--- config.mk ---
export PLATFORM = sky130hd
export DESIGN_NAME = ptr_list_sink_flat
export DESIGN_NICKNAME = d
export VERILOG_FILES = /design/src/rtl/ptr_list_sink_if.sv /design/src/rtl/ptr_list_sink.sv /design/src/flat_wrapper.sv
export SDC_FILE = /design/constraint.sdc
export NUM_CORES = 1
export LEC_CHECK = 0
export CAP_MARGIN = 20
export CORE_MARGIN = 2
export CORE_UTILIZATION = 30
export DETAILED_ROUTE_END_ITERATION = 10
export PLACE_DENSITY = 0.46
export SKIP_LAST_GASP = 1
export SLEW_MARGIN = 0
export SYNTH_ARGS = -nofsm -noshare
export SYNTH_HDL_FRONTEND = slang
export SYNTH_SLANG_ARGS = --single-unit
export TNS_END_PERCENT = 5
--- constraint.sdc ---
create_clock -name clk -period 7.1 [get_ports clk]
set_input_delay 1.065 -clock clk [delete_from_list [all_inputs] [get_ports clk]]
set_output_delay 1.065 -clock clk [all_outputs]
set_load 0.005 [all_outputs]
--- src/rtl/ptr_list_sink_if.sv ---
// Pointer sink bus: push side (in_ptr/vld/rdy), pop request, and the
// registered pop result plus occupancy status.
interface ptr_list_sink_if #(
  parameter int DEPTH = 16,
  parameter int W_PTR = 8
);
  localparam int CW = $clog2(DEPTH + 1);

  logic [W_PTR-1:0] in_ptr;
  logic             in_ptr_vld;
  logic             in_ptr_rdy;
  logic             pop;
  logic [W_PTR-1:0] out_ptr;
  logic             out_ptr_vld;
  logic [CW-1:0]    count;
  logic             empty;
  logic             full;

  modport master (
    output in_ptr, in_ptr_vld, pop,
    input  in_ptr_rdy, out_ptr, out_ptr_vld, count, empty, full
  );

  modport slave (
    input  in_ptr, in_ptr_vld, pop,
    output in_ptr_rdy, out_ptr, out_ptr_vld, count, empty, full
  );
endinterface

--- src/rtl/ptr_list_sink.sv ---
// FIFO of opaque pointer values kept as a singly linked list over a node pool;
// unused nodes form a free list that INIT threads once after every reset.
module ptr_list_sink #(
  parameter int DEPTH = 16,
  parameter int W_PTR = 8
) (
  input  logic           clk,
  input  logic           rst,
  ptr_list_sink_if.slave bus
);
  localparam int AW = $clog2(DEPTH);
  localparam int CW = $clog2(DEPTH + 1);

  localparam logic [0:0] ST_INIT = 1'b0;
  localparam logic [0:0] ST_RUN  = 1'b1;

  localparam logic [AW-1:0] LAST_NODE  = AW'(DEPTH - 1);
  localparam logic [CW-1:0] FULL_COUNT = CW'(DEPTH);
  localparam logic [CW-1:0] ONE        = CW'(1);

  logic [W_PTR-1:0] node_data [DEPTH];
  logic [AW-1:0]    node_next [DEPTH];

  logic [0:0]       state;
  logic [AW-1:0]    init_idx;
  logic [AW-1:0]    head;
  logic [AW-1:0]    tail;
  logic [AW-1:0]    free_head;
  logic [CW-1:0]    count;
  logic [W_PTR-1:0] out_ptr;
  logic             out_ptr_vld;

  logic             empty;
  logic             full;
  logic             rdy;
  logic             do_push;
  logic             do_pop;
  logic             link_tail;
  logic             restart_list;
  logic [AW-1:0]    free_after_push;
  logic [AW-1:0]    head_nxt;
  logic [AW-1:0]    tail_nxt;
  logic [AW-1:0]    free_head_nxt;
  logic [CW-1:0]    count_nxt;

  assign empty   = (count == '0);
  assign full    = (count == FULL_COUNT);
  assign rdy     = (state == ST_RUN) && !full;
  assign do_push = bus.in_ptr_vld && rdy;
  assign do_pop  = bus.pop && (state == ST_RUN) && !empty;

  // The pushed node starts a fresh list when the list is empty or its only
  // node is leaving this same cycle; otherwise it is appended after tail.
  assign restart_list    = do_push && (empty || (do_pop && count == ONE));
  assign link_tail       = do_push && !restart_list;
  assign free_after_push = do_push ? node_next[free_head] : free_head;

  // NOTE: every always_comb output gets a default first so no path leaves it unassigned (no latch).
  always_comb begin
    head_nxt      = head;
    tail_nxt      = tail;
    free_head_nxt = free_head;
    count_nxt     = count;
    if (do_push) begin
      tail_nxt      = free_head;
      free_head_nxt = node_next[free_head];
    end
    if (do_pop) begin
      free_head_nxt = head;
      head_nxt      = node_next[head];
    end
    if (restart_list) head_nxt = free_head;
    case ({do_push, do_pop})
      2'b10:   count_nxt = count + ONE;
      2'b01:   count_nxt = count - ONE;
      default: count_nxt = count;
    endcase
  end

  // NOTE: the node pool has no reset; INIT rewrites every link and data is only read after a push wrote it.
  always_ff @(posedge clk) begin
    if (!rst) begin
      if (state == ST_INIT) begin
        node_next[init_idx] <= init_idx + AW'(1);
      end else begin
        if (do_push)   node_data[free_head] <= bus.in_ptr;
        if (link_tail) node_next[tail]      <= free_head;
        // Popped node rejoins the free list ahead of whatever the push left.
        if (do_pop)    node_next[head]      <= free_after_push;
      end
    end
  end

  // NOTE: sequential state uses non-blocking assignments so every register samples pre-edge values.
  always_ff @(posedge clk) begin
    if (rst) begin
      state       <= ST_INIT;
      init_idx    <= '0;
      head        <= '0;
      tail        <= '0;
      free_head   <= '0;
      count       <= '0;
      out_ptr     <= '0;
      out_ptr_vld <= 1'b0;
    end else begin
      out_ptr_vld <= 1'b0;
      if (state == ST_INIT) begin
        init_idx <= init_idx + AW'(1);
        if (init_idx == LAST_NODE) begin
          state     <= ST_RUN;
          free_head <= '0;
          count     <= '0;
        end
      end else begin
        head      <= head_nxt;
        tail      <= tail_nxt;
        free_head <= free_head_nxt;
        count     <= count_nxt;
        if (do_pop) begin
          out_ptr     <= node_data[head];
          out_ptr_vld <= 1'b1;
        end
      end
    end
  end

  assign bus.in_ptr_rdy  = rdy;
  assign bus.out_ptr     = out_ptr;
  assign bus.out_ptr_vld = out_ptr_vld;
  assign bus.count       = count;
  assign bus.empty       = empty;
  assign bus.full        = full;
endmodule

--- src/flat_wrapper.sv ---
// flat-port wrapper written by rule: the top's interface ports become plain ports
module ptr_list_sink_flat 
#(
  parameter int DEPTH = 16,
  parameter int W_PTR = 8
)
  (clk, rst, bus_in_ptr, bus_in_ptr_vld, bus_pop, bus_in_ptr_rdy, bus_out_ptr, bus_out_ptr_vld, bus_count, bus_empty, bus_full);
  ptr_list_sink_if #(.DEPTH(DEPTH), .W_PTR(W_PTR)) bus_i ();
  input  logic clk;
  input  logic rst;
  input wire logic [$bits(bus_i.in_ptr)-1:0] bus_in_ptr;
  input wire logic [$bits(bus_i.in_ptr_vld)-1:0] bus_in_ptr_vld;
  input wire logic [$bits(bus_i.pop)-1:0] bus_pop;
  output wire logic [$bits(bus_i.in_ptr_rdy)-1:0] bus_in_ptr_rdy;
  output wire logic [$bits(bus_i.out_ptr)-1:0] bus_out_ptr;
  output wire logic [$bits(bus_i.out_ptr_vld)-1:0] bus_out_ptr_vld;
  output wire logic [$bits(bus_i.count)-1:0] bus_count;
  output wire logic [$bits(bus_i.empty)-1:0] bus_empty;
  output wire logic [$bits(bus_i.full)-1:0] bus_full;
  assign bus_i.in_ptr = bus_in_ptr;
  assign bus_i.in_ptr_vld = bus_in_ptr_vld;
  assign bus_i.pop = bus_pop;
  assign bus_in_ptr_rdy = bus_i.in_ptr_rdy;
  assign bus_out_ptr = bus_i.out_ptr;
  assign bus_out_ptr_vld = bus_i.out_ptr_vld;
  assign bus_count = bus_i.count;
  assign bus_empty = bus_i.empty;
  assign bus_full = bus_i.full;
  ptr_list_sink #(.DEPTH(DEPTH), .W_PTR(W_PTR)) u_core (.clk(clk), .rst(rst), .bus(bus_i));
endmodule
# Yosys cells after proc, flatten, opt, wreduce, memory -nomap -nowiden
# Memory sizes are Yosys's and may differ from the RTL's. A register that Yosys moved wholly into a read port is not among the register bits.
# Cells that the tools add are included.
[word_totals]
mem_bits_rw = 192
mem_count = 2
in_bits = 12
regBits = 23
wordCells = 70
[op_classes]
mux = 33
n_reduce_logical = 19
eq_ne = 6
n_addsub = 3
[memory_table]
columns = ["name", "depth", "width", "rd", "rd_ports_with_merged_regs", "write_ports", "line", "text"]
rows = [
  ["u_core.node_data", 16, 8, 1, 1, 1, "ptr_list_sink.sv:21", "logic [W_PTR-1:0] node_data [DEPTH];"],
  ["u_core.node_next", 16, 4, 2, 2, 2, "ptr_list_sink.sv:22", "logic [AW-1:0] node_next [DEPTH];"],
]
[ops]
columns = ["operator", "n"]
rows = [
  ["4-bit two-way mux", 12],
  ["1-bit two-way mux", 18],
  ["5-bit two-way mux", 2],
  ["5-bit one-hot mux with 2 select lines", 1],
  ["2-bit AND reduction", 4],
  ["1-bit logical AND", 7],
  ["5-bit by 1-bit adder with 5-bit output (second input constant)", 1],
  ["5-bit by 1-bit == test with 1-bit output (second input constant)", 1],
  ["5-bit == test (second input constant)", 1],
  ["5-bit logical NOT", 1],
  ["5-bit by 1-bit subtractor with 5-bit output (second input constant)", 1],
  ["4-bit by 1-bit adder with 4-bit output (second input constant)", 1],
  ["4-bit == test (second input constant)", 1],
  ["2-bit nonzero test", 2],
  ["4-bit OR reduction", 1],
  ["1-bit logical NOT", 3],
  ["3-bit inequality test (second input constant)", 1],
  ["2-bit by 1-bit == test with 1-bit output (second input constant)", 1],
  ["2-bit == test (second input constant)", 1],
  ["1-bit logical OR", 1],
]

# Logic depth before layout (Yosys ltp)
# Gate-level depths: netlist of the first run.
[logic_depth]
depth_word = 14
depth_mapped = 12

# Worst setup path before layout of the first run
# No wires, ideal clock.
[synth_path]
kind = "input to register"
start = "input port bus_pop"
end = "memory u_core.node_next[4][0] in the netlist's numbering, enable pin"
setup_ns = 0.338
n_path_buf = 1
arrival_time_ns = 2.676
cell_stages = 6
slack_ns = 4.087
required_time_ns = 6.762
cell_sequence = "a31o_2 -> a2111oi_4 -> buf_4 -> nand2_1 -> o21a_1 -> o21bai_1"
[synth_rtl]
columns = ["element", "line", "text"]
rows = [
  ["from (decl)", "flat_wrapper.sv:13", "input wire logic [$bits(bus_i.pop)-1:0] bus_pop;"],
  ["to (decl)", "ptr_list_sink.sv:22", ""],
]

==> flow_summary.json, run 1 <==
{
  "outcome": "finished, final reports clean",
  "drc_errors": 0,
  "critical_path_class": "input port to register",
  "coreArea_um2": 35500,
  "grt_pass1_wl_mm": 44.6,
  "setup-tns-final_ns": 0,
  "n_antenna_cell": 0,
  "die_w_um": 194,
  "rsz0062_at_grt": "no",
  "syn_avg_cell_area_um2": 13.7,
  "ir_drop_mv": 0.168,
  "ys_seq_area_share_pct": 60.7,
  "initial_utilization_pct": 30.4,
  "slowest_delay_ns": 0.86,
  "drv_cap": 0,
  "ys_seq_elements": 231,
  "drive_above_1_share_pct": 16.6,
  "fillers": 3464,
  "cts_inserted_buffers": 26,
  "clock_sinks": 231,
  "synth_warnings": 0,
  "dr.pass1.iters": 5,
  "yosysUniqueCellTypes": 60,
  "cts_root_buf": "clkbuf_16",
  "drt_iter0_markers": 625,
  "crit_arrival_ns": 3.73,
  "ant_nets": 0,
  "slowest_stage": "nor2_2",
  "worst_slack_ns": 3.61,
  "total_power_mw": 2.90,
  "fin_hold_ws_ns": 0.486,
  "synthToLayoutAreaGrowth_pct": 14.0,
  "finish.instance_area_um2": 12300,
  "cts_hold_buf": 0,
  "place_area_um2": 11400,
  "critPathCaptureType": "register",
  "antenna_found_initial": 0,
  "dpl.hpwl_mm": 19.5,
  "grt_pass1_vias": 6657,
  "final_cells": 1278,
  "fmax_mhz": 286,
  "p_leak_nw": 3.75,
  "worstSkewPairLatency_ns": 0.54,
  "finClkSkew_ns": 0.0141,
  "fin_crit_ns": 3.49,
  "cts_resized": 0,
  "dp_slack_ns": 2.82,
  "clk_pin_slew_worst_paths_ns": 0.06,
  "regArea_um2": 6550,
  "hp-class": "register to register",
  "syn_area_um2": 10800,
  "num_io_pins": 29,
  "required_ns": 7.34,
  "routed_wl_mm": 29.7,
  "worst_pin_slew_ns": 1.15,
  "gp_congestion": 0.838,
  "power_density_nw_per_um2": 236,
  "placedCellCount": 1230,
  "cts.htree.levels": 1,
  "async_flop_share_pct": 0,
  "wl_per_cell_um": 23.2,
  "die_h_um": 194,
  "port_buffers": 28,
  "cp-start-kind": "input port",
  "via_count": 6755,
  "slew-limit-headroom_pct": 23.6,
  "vias_per_cell": 5.29,
  "syn_nets": 804,
  "syn_inst": 786,
  "design.die.area_um2": 37500,
  "synth_top_flop_cell": "edfxtp_1",
  "hold_violations": 0,
  "rows": 69,
  "period_share_pct": 49.2,
  "grt_overflow": 0,
  "cts_setup_buffers": 0,
  "path_cells": "clkdlybuf4s50_1 -> nand2_1 -> nor2_1 -> inv_2 -> a32o_1 -> nor2_2 -> a21oi_1",
  "clockBufferDepth": 3,
  "grt_max_degree": 47,
  "post-route-util_pct": 34.6,
  "tritoncts": "done",
  "gr-usage-all-layers_pct": 15.7,
  "synth_edf_count": 192,
  "multiInputGateArea_um2": 3950,
  "slew_viol_final": 0,
  "fin_nets": 817,
  "crit_fanout": 16,
  "setup_viol": 0
}
cells by family (layout without fill, tap and decap cells):
| family | Yosys count | after routing | share of synthesized area, % |
|---|---|---|---|
| flops | 231 | 231 | 60.7 |
| simple gates | 219 | 219 | 9.90 |
| compound gates | 174 | 174 | 10.6 |
| mux | 86 | 86 | 14.7 |
| buf+inv | 63 | 94 | 2.81 |
| xor+xnor | 7 | 7 | 0.569 |
| fa+ha+maj | 6 | 6 | 0.696 |
metal layers:
metal,vias up,track usage (%),wire [um]
met4,0,3.99,615
li1,3082,-,-
met1,3444,22.5,13600
met5,-,0,0
met3,39,2.55,1580
met2,190,24.7,13900
sequential cells by signal, indices dropped and copies added (netlist names), named ones only:
| register | flops |
|---|---|
| u_core.bus.out_ptr_vld | 1 |
| u_core.state | 1 |
| u_core.free_head | 4 |
| u_core.tail | 4 |
| u_core.bus.out_ptr | 8 |
| u_core.node_next | 64 |
| u_core.init_idx | 4 |
| u_core.head | 4 |
| u_core.node_data | 128 |
| u_core.bus.count | 5 |
cells in the final DEF, fill, tap and decap left out, types with 3 or more instances in the layout:
| cell | Yosys | final |
|---|---|---|
| ha_1 | 6 | 6 |
| a21oi_1 | 76 | 76 |
| mux2_2 | 6 | 6 |
| mux2_4 | 3 | 3 |
| dfxtp_1 | 39 | 37 |
| clkbuf_16 | 0 | 26 |
| nor2_1 | 117 | 116 |
| a22oi_1 | 24 | 24 |
| nor3_1 | 20 | 20 |
| nor3b_1 | 3 | 3 |
| nand3_1 | 3 | 3 |
| clkbuf_1 | 22 | 8 |
| o21bai_1 | 8 | 8 |
| clkdlybuf4s50_1 | 0 | 27 |
| clkinv_2 | 0 | 3 |
| xor2_1 | 4 | 4 |
| nor4_1 | 5 | 5 |
| a32o_1 | 3 | 3 |
| a221oi_1 | 4 | 4 |
| buf_4 | 5 | 9 |
| nand3b_1 | 5 | 5 |
| mux2i_1 | 20 | 20 |
| nand2_1 | 26 | 26 |
| xnor2_1 | 3 | 3 |
| clkinv_1 | 0 | 5 |
| buf_2 | 14 | 4 |
| o22ai_1 | 7 | 7 |
| o21ai_0 | 8 | 8 |
| nand2b_1 | 7 | 7 |
| edfxtp_1 | 192 | 192 |
| a21o_1 | 10 | 10 |
| a31oi_1 | 18 | 18 |
| nor2b_1 | 10 | 10 |
| inv_1 | 6 | 6 |
| and2_1 | 3 | 3 |
| nor3_2 | 7 | 7 |
| mux4_2 | 56 | 56 |
cell type report:
type	count	share of cell area, %
clock buffer	35	5.65
clock inverter	11	1.01
inverter	7	0.214
multi-input combinational	492	32.1
sequential	231	53.3
tap	461	4.70
timing repair buffer	41	3.00
power breakdown:
group | switching (mW) | leakage (nW) | total, mW | internal (mW)
Clock | 0.548 | 0.396 | 1.31 | 0.758
Combinational | 0.0703 | 1.30 | 0.109 | 0.0387
Sequential | 0.00741 | 2.05 | 1.49 | 1.48
critical path, delay by kind of cell:
| family | cells | cell delay, ns |
|---|---|---|
| AO/OA/AOI/OAI | 2 | 0.48 |
| AND/OR/NAND/NOR | 3 | 1.39 |
| buffers and inverters | 2 | 0.77 |
cell usage after synthesis (all sizes together), types with 8 or more instances:
cell type  count  area (um2)
buf           34         194
o21ai          8        40.0
a21o          10        75.1
nor2         117         439
mux4          56        1260
nor2b         10        62.6
edfxtp       192        5770
mux2           9         113
o21bai         8        60.1
a21oi         76         380
clkbuf        22        82.6
a22oi         24         180
dfxtp         39         781
nor3          27         170
nand2         26        97.6
mux2i         21         214
a31oi         19         125
worst paths after layout:
path,start,endpoint,slack (ns),cells past startpoint
max,bus_in_ptr_vld,u_core.node_next[12][3],3.61,7
min,u_core.bus.out_ptr[6],u_core.bus.out_ptr[6],0.49,2
max reg2reg,u_core.state,u_core.node_next[12][3],3.62,6
min reg2reg,u_core.bus.out_ptr[6],u_core.bus.out_ptr[6],0.49,2
No activity file was read; power rests on OpenSTA's default activity.
==> run 2: changes to the inputs <==
- clock period: 7.1 -> 3.58 ns (I/O delays scaled with it)
==> run 2 against run 1 <==
  * Sequential cell count unchanged
  * Global-route usage grew 0.36 points
  * Final cell count increased by 3.1%
  * Clock skew is 0.0024 ns lower
  * Largest cell class unchanged
  * Power is 100% higher
  * Non-clock buffer count up 39
  * First-iteration DRC count decreased by 12%
  * Highest routed layer unchanged
  * Worst setup slack got worse by 3.0 ns
==> flow_summary.json, run 2 (synthesized netlist as in run 1, its figures left out) <==
{
  "hp-class": "input port to register",
  "final_common_cell": "edfxtp_1",
  "slew-limit-headroom_pct": 34.8,
  "regMostFlops": "u_core.node_data",
  "period_share_pct": 83.6,
  "gp_congestion": 0.808,
  "slowest_stage": "or4b_2",
  "required_ns": 3.99,
  "drc_errors": 0,
  "rows": 69,
  "dr.pass1.iters": 5,
  "rrSetupSlack_ns": 0.59,
  "clock_sinks": 231,
  "fmax_mhz": 334,
  "hp-start": "rst",
  "clockBufferDepth": 3,
  "setup_viol": 0,
  "worstSkewPairLatency_ns": 0.53,
  "largest_reg_flops": 128,
  "port_buffers": 28,
  "startpoint": "u_core.bus.count[0]",
  "cts_resized": 0,
  "design.die.area_um2": 37500,
  "reg2reg_depth": 11,
  "cts_setup_buffers": 0,
  "crit_arrival_ns": 3.40,
  "cts.htree.levels": 1,
  "grt_max_degree": 43,
  "drv_cap": 0,
  "die_h_um": 194,
  "r2r_start": "u_core.bus.count[0]",
  "whs_path_depth": 2,
  "routed_wl_mm": 30.4,
  "worst_pin_slew_ns": 0.976,
  "crit_fanout": 8,
  "grt_pass1_vias": 7000,
  "cp-start-kind": "register",
  "antenna_found_initial": 0,
  "reg_top3": "u_core.node_data (128), u_core.node_next (64), u_core.bus.out_ptr (8)",
  "clk_pin_slew_worst_paths_ns": 0.06,
  "rsz0062_at_grt": "no",
  "initial_utilization_pct": 30.4,
  "outcome": "finished, final reports clean",
  "coreArea_um2": 35500,
  "setup-tns-final_ns": 0,
  "internal-power_mw": 4.69,
  "tritoncts": "done",
  "timing.rr.end": "u_core.bus.count[3]",
  "power_density_nw_per_um2": 468,
  "place_area_um2": 11800,
  "fin_hold_ws_ns": 0.425,
  "vias_per_cell": 5.31,
  "finClkSkew_ns": 0.0118,
  "cts_hold_buf": 0,
  "hold_end": "u_core.bus.out_ptr[6]",
  "grt_overflow": 0,
  "wl_per_cell_um": 23.1,
  "dpl.hpwl_mm": 20.5,
  "synthToLayoutAreaGrowth_pct": 17.3,
  "cts_inserted_buffers": 26,
  "grt_pass1_wl_mm": 45.4,
  "ir_drop_mv": 0.426,
  "placedCellCount": 1271,
  "critPathCaptureType": "register",
  "ant_nets": 0,
  "fin_crit_ns": 2.99,
  "n_antenna_cell": 0,
  "critical_path_class": "register to register",
  "p_comb_share_pct": 3.7,
  "fin_nets": 856,
  "cts_root_buf": "clkbuf_16",
  "num_io_pins": 29,
  "pwr-share-seq_pct": 49.8,
  "final_cell_mix": "edfxtp_1 (192), nor2_1 (117), a21oi_1 (76)",
  "post-route-util_pct": 35.6,
  "slew_viol_final": 0,
  "finish.instance_area_um2": 12600,
  "hold_violations": 0,
  "slowest_delay_ns": 0.60,
  "path_cells": "inv_1 -> ha_1 -> nor4bb_4 -> nor2_1 -> inv_2 -> ha_1 -> or4b_2 -> a21oi_1 -> nor2b_1 -> o21ai_0 -> a21oi_1",
  "gr-usage-all-layers_pct": 16.0,
  "drt_iter0_markers": 552,
  "netSwitchingFraction_pct": 20.7,
  "pwr-share-clk_pct": 46.5,
  "final_cells": 1317,
  "drive_above_1_share_pct": 21.0,
  "via_count": 6999,
  "p_leak_nw": 3.98,
  "die_w_um": 194,
  "p_sw_mw": 1.22
}
==> run 2: cell count changes in the layout (fill, tap and decap cells not counted), moves of 2 or more <==
cell        delta
buf_4         +42
clkbuf_1       -7
buf_2          -3
bufinv_16      +3
clkinv_2       +2
clkinvlp_4     +2
==> run 2: metal layers <==
metal	track usage [%]	vias up	share of wire [%]
li1	-	3168	-
met2	26.9	240	49
met4	5.17	0	2.8
met3	2.16	53	5.2
met5	0	-	0
met1	21.5	3538	43
==> run 2: critical path: cells and delay by family, from the launching register on <==
kind / cells / cell delay (ns)
flip-flops: 1 / 0.38
buffers and inverters: 2 / 0.25
AND/OR/NAND/NOR: 4 / 1.28
AO/OA/AOI/OAI: 3 / 0.43
adder cells (fa/ha/maj): 2 / 0.52
==> run 2: worst max-delay path by stage <==
stage | endpoint | cells past startpoint | slack (ns)
finish | u_core.bus.count[3] | 11 | 0.59
CTS | u_core.node_next[15][2] | 9 | 0.59
floorplan | u_core.bus.count[3] | 12 | 0.71
global route | u_core.node_next[15][2] | 9 | 0.33
detailed placement | u_core.node_next[15][2] | 8 | 0.43
global placement | u_core.node_next[15][2] | 8 | 0.48
==> run 2: cell type report <==
cell class,count,area (um2)
Clock inverter,19,229
Fill cell,3413,22800
Tap cell,461,577
Sequential cell,231,6550
Clock buffer,27,654
Inverter,7,26.3
Timing Repair Buffer,80,678
Multi-Input combinational cell,492,3930
==> run 2: power groups by stage <==
stage / Clock (mW) / Sequential, mW / Combinational [mW]
floorplan: 0 / 3.00 / 0.139
global placement: 0 / 3.00 / 0.216
detailed placement: 0 / 3.00 / 0.218
CTS: 2.81 / 2.95 / 0.219
global route: 2.91 / 2.95 / 0.242
finish: 2.75 / 2.95 / 0.218
==> run 2: metrics by stage <==
stage	total power [mW]	setup WS, ns
after CTS	5.98	0.587
after global routing	6.10	0.329
final	5.92	0.589
after detailed placement	3.22	0.428
after floorplan	3.14	0.706
after global placement	3.22	0.476
==> run 3: changes to the inputs <==
- PLACE_DENSITY: 0.46 -> 0.47
- clock period: 3.58 -> 2.5 ns (I/O delays scaled with it)
==> run 3 against run 2 <==
  * The flow now finishes with violations (negative setup slack)
  * Sequential power is 43% higher
  * Highest routed layer unchanged
  * Die area unchanged
  * Non-clock buffer count increased by 48
  * Sequential cell count unchanged
  * Critical path depth shrank 1
  * Sequential share of layout area is 2.2 points lower
  * Worst setup slack worse by 0.60 ns
  * Core utilization is 1.6 points higher
  * Clock skew up 0.0065 ns
==> flow_summary.json, run 3 (synthesized netlist as in run 1, its figures left out) <==
{
  "n_antenna_cell": 0,
  "vias_per_cell": 5.12,
  "fin_nets": 904,
  "dpl.hpwl_mm": 20.6,
  "drv_cap": 0,
  "critical_path_class": "register to register",
  "reg_top3": "u_core.node_data (128), u_core.node_next (64), u_core.bus.out_ptr (8)",
  "drt_iter0_markers": 458,
  "grt_max_degree": 38,
  "netSwitchingFraction_pct": 21.4,
  "p_sw_mw": 1.81,
  "cts.htree.levels": 1,
  "pwr-share-clk_pct": 46.1,
  "reg2reg_depth": 10,
  "final_cell_mix": "edfxtp_1 (192), nor2_1 (116), buf_4 (86)",
  "rows": 69,
  "setup-tns-final_ns": -0.0435,
  "die_h_um": 194,
  "gp_congestion": 0.889,
  "outcome": "complete, but fails checks",
  "final_cells": 1367,
  "drive_above_1_share_pct": 27.0,
  "r2r_start": "u_core.bus.count[0]",
  "die_w_um": 194,
  "pwr-share-seq_pct": 50.0,
  "clk_pin_slew_worst_paths_ns": 0.06,
  "largest_reg_flops": 128,
  "required_ns": 2.78,
  "internal-power_mw": 6.63,
  "place_area_um2": 12300,
  "placedCellCount": 1319,
  "via_count": 7001,
  "ir_drop_mv": 0.514,
  "crit_arrival_ns": 2.79,
  "worst_pin_slew_ns": 0.626,
  "clockBufferDepth": 3,
  "setup_viol": 6,
  "grt_overflow": 0,
  "whs_path_depth": 2,
  "worst_slack_ns": -0.0159,
  "rsz0062_at_grt": "yes",
  "grt_pass1_wl_mm": 44.9,
  "rrSetupSlack_ns": -0.02,
  "slowest_delay_ns": 0.51,
  "cts_root_buf": "clkbuf_16",
  "gr-usage-all-layers_pct": 15.7,
  "dr.pass1.iters": 5,
  "p_comb_share_pct": 3.8,
  "ant_nets": 0,
  "critPathCaptureType": "register",
  "regMostFlops": "u_core.node_data",
  "synthToLayoutAreaGrowth_pct": 22.7,
  "cts_inserted_buffers": 26,
  "slew_viol_final": 0,
  "post-route-util_pct": 37.3,
  "finClkSkew_ns": 0.0183,
  "hold_violations": 0,
  "cts_hold_buf": 0,
  "timing.rr.end": "u_core.node_next[8][0]",
  "slew-limit-headroom_pct": 58.2,
  "initial_utilization_pct": 30.4,
  "drc_errors": 0,
  "grt_pass1_vias": 7102,
  "total_power_mw": 8.44,
  "final_common_cell": "edfxtp_1",
  "crit_fanout": 5,
  "wl_per_cell_um": 21.7,
  "hp-class": "input port to register",
  "violations": "negative setup slack",
  "coreArea_um2": 35500,
  "fmax_mhz": 397,
  "clock_sinks": 231,
  "num_io_pins": 29,
  "design.die.area_um2": 37500,
  "antenna_found_initial": 0,
  "path_cells": "inv_2 -> ha_4 -> nor4bb_4 -> nor2_2 -> inv_2 -> nor4_1 -> buf_4 -> a31oi_2 -> buf_4 -> a31oi_1",
  "tritoncts": "done",
  "power_density_nw_per_um2": 638,
  "port_buffers": 28,
  "p_leak_nw": 4.33,
  "hp-start": "rst",
  "routed_wl_mm": 29.7,
  "cp-start-kind": "register",
  "fin_crit_ns": 2.52,
  "finish.instance_area_um2": 13200,
  "hold_end": "u_core.state",
  "worstSkewPairLatency_ns": 0.55,
  "period_share_pct": 101,
  "cts_setup_buffers": 0,
  "slowest_stage": "a31oi_2"
}
[run 3: how the worst max path moves through the flow]
stage                                   start                       to  slack (ns)  cells after the start
after floorplan           u_core.bus.count[0]   u_core.node_data[4][0]        0.02                      9
after global placement         bus_in_ptr_vld  u_core.node_next[13][0]       -0.20                      9
after detailed placement              bus_pop  u_core.node_next[12][3]       -0.19                      7
after CTS                 u_core.bus.count[0]   u_core.node_next[0][1]       -0.05                      9
after global routing                 register                 register       -0.13                      8
final                     u_core.bus.count[0]   u_core.node_next[8][0]       -0.02                     10
[run 3: power by group through the flow]
| stage | Clock [mW] | Sequential [mW] | Combinational (mW) |
|---|---|---|---|
| after CTS | 3.98 | 4.22 | 0.324 |
| after global routing | 4.15 | 4.22 | 0.358 |
| after global placement | 0 | 4.30 | 0.318 |
| final | 3.89 | 4.22 | 0.323 |
| after floorplan | 0 | 4.29 | 0.199 |
| after detailed placement | 0 | 4.30 | 0.322 |
[run 3: area by class of cell]
| class | instances | area (um2) |
|---|---|---|
| Clock buffer | 31 | 689 |
| Clock inverter | 17 | 193 |
| Fill cell | 3385 | 22300 |
| Inverter | 7 | 26.3 |
| Multi-Input combinational cell | 492 | 3990 |
| Sequential cell | 231 | 6550 |
| Tap cell | 461 | 577 |
| Timing Repair Buffer | 128 | 1200 |
[run 3: per-layer routing]
metal / share of wire [%] / GRT usage [%]
met1: 44 / 20.6
met2: 48 / 26.4
met3: 4.4 / 2.34
met4: 3.5 / 5.60
met5: 0 / 0
[run 3: stage by stage]
step / setup WS (ns) / hold slack, ns
3_5_place_dp: -0.195 / 0.483
6_report: -0.0159 / 0.164
2_1_floorplan: 0.0155 / 0.470
5_1_grt: -0.133 / 0.182
3_3_place_gp: -0.196 / 0.474
4_1_cts: -0.0548 / 0.150
[run 3: critical path: cells and delay by family (launching register included)]
kind / cells / cell delay (ns)
AND/OR/NAND/NOR: 3 / 0.47
buffers and inverters: 4 / 0.69
AO/OA/AOI/OAI: 2 / 0.59
adder cells (fa/ha/maj): 1 / 0.15
flip-flops: 1 / 0.34
[run 3: timing repair]
action,4_1_cts,5_1_grt
endpoints found under the hold margin,0,0
resized for setup,1,2
endpoints found under the setup margin,24,115
pin swaps,0,0
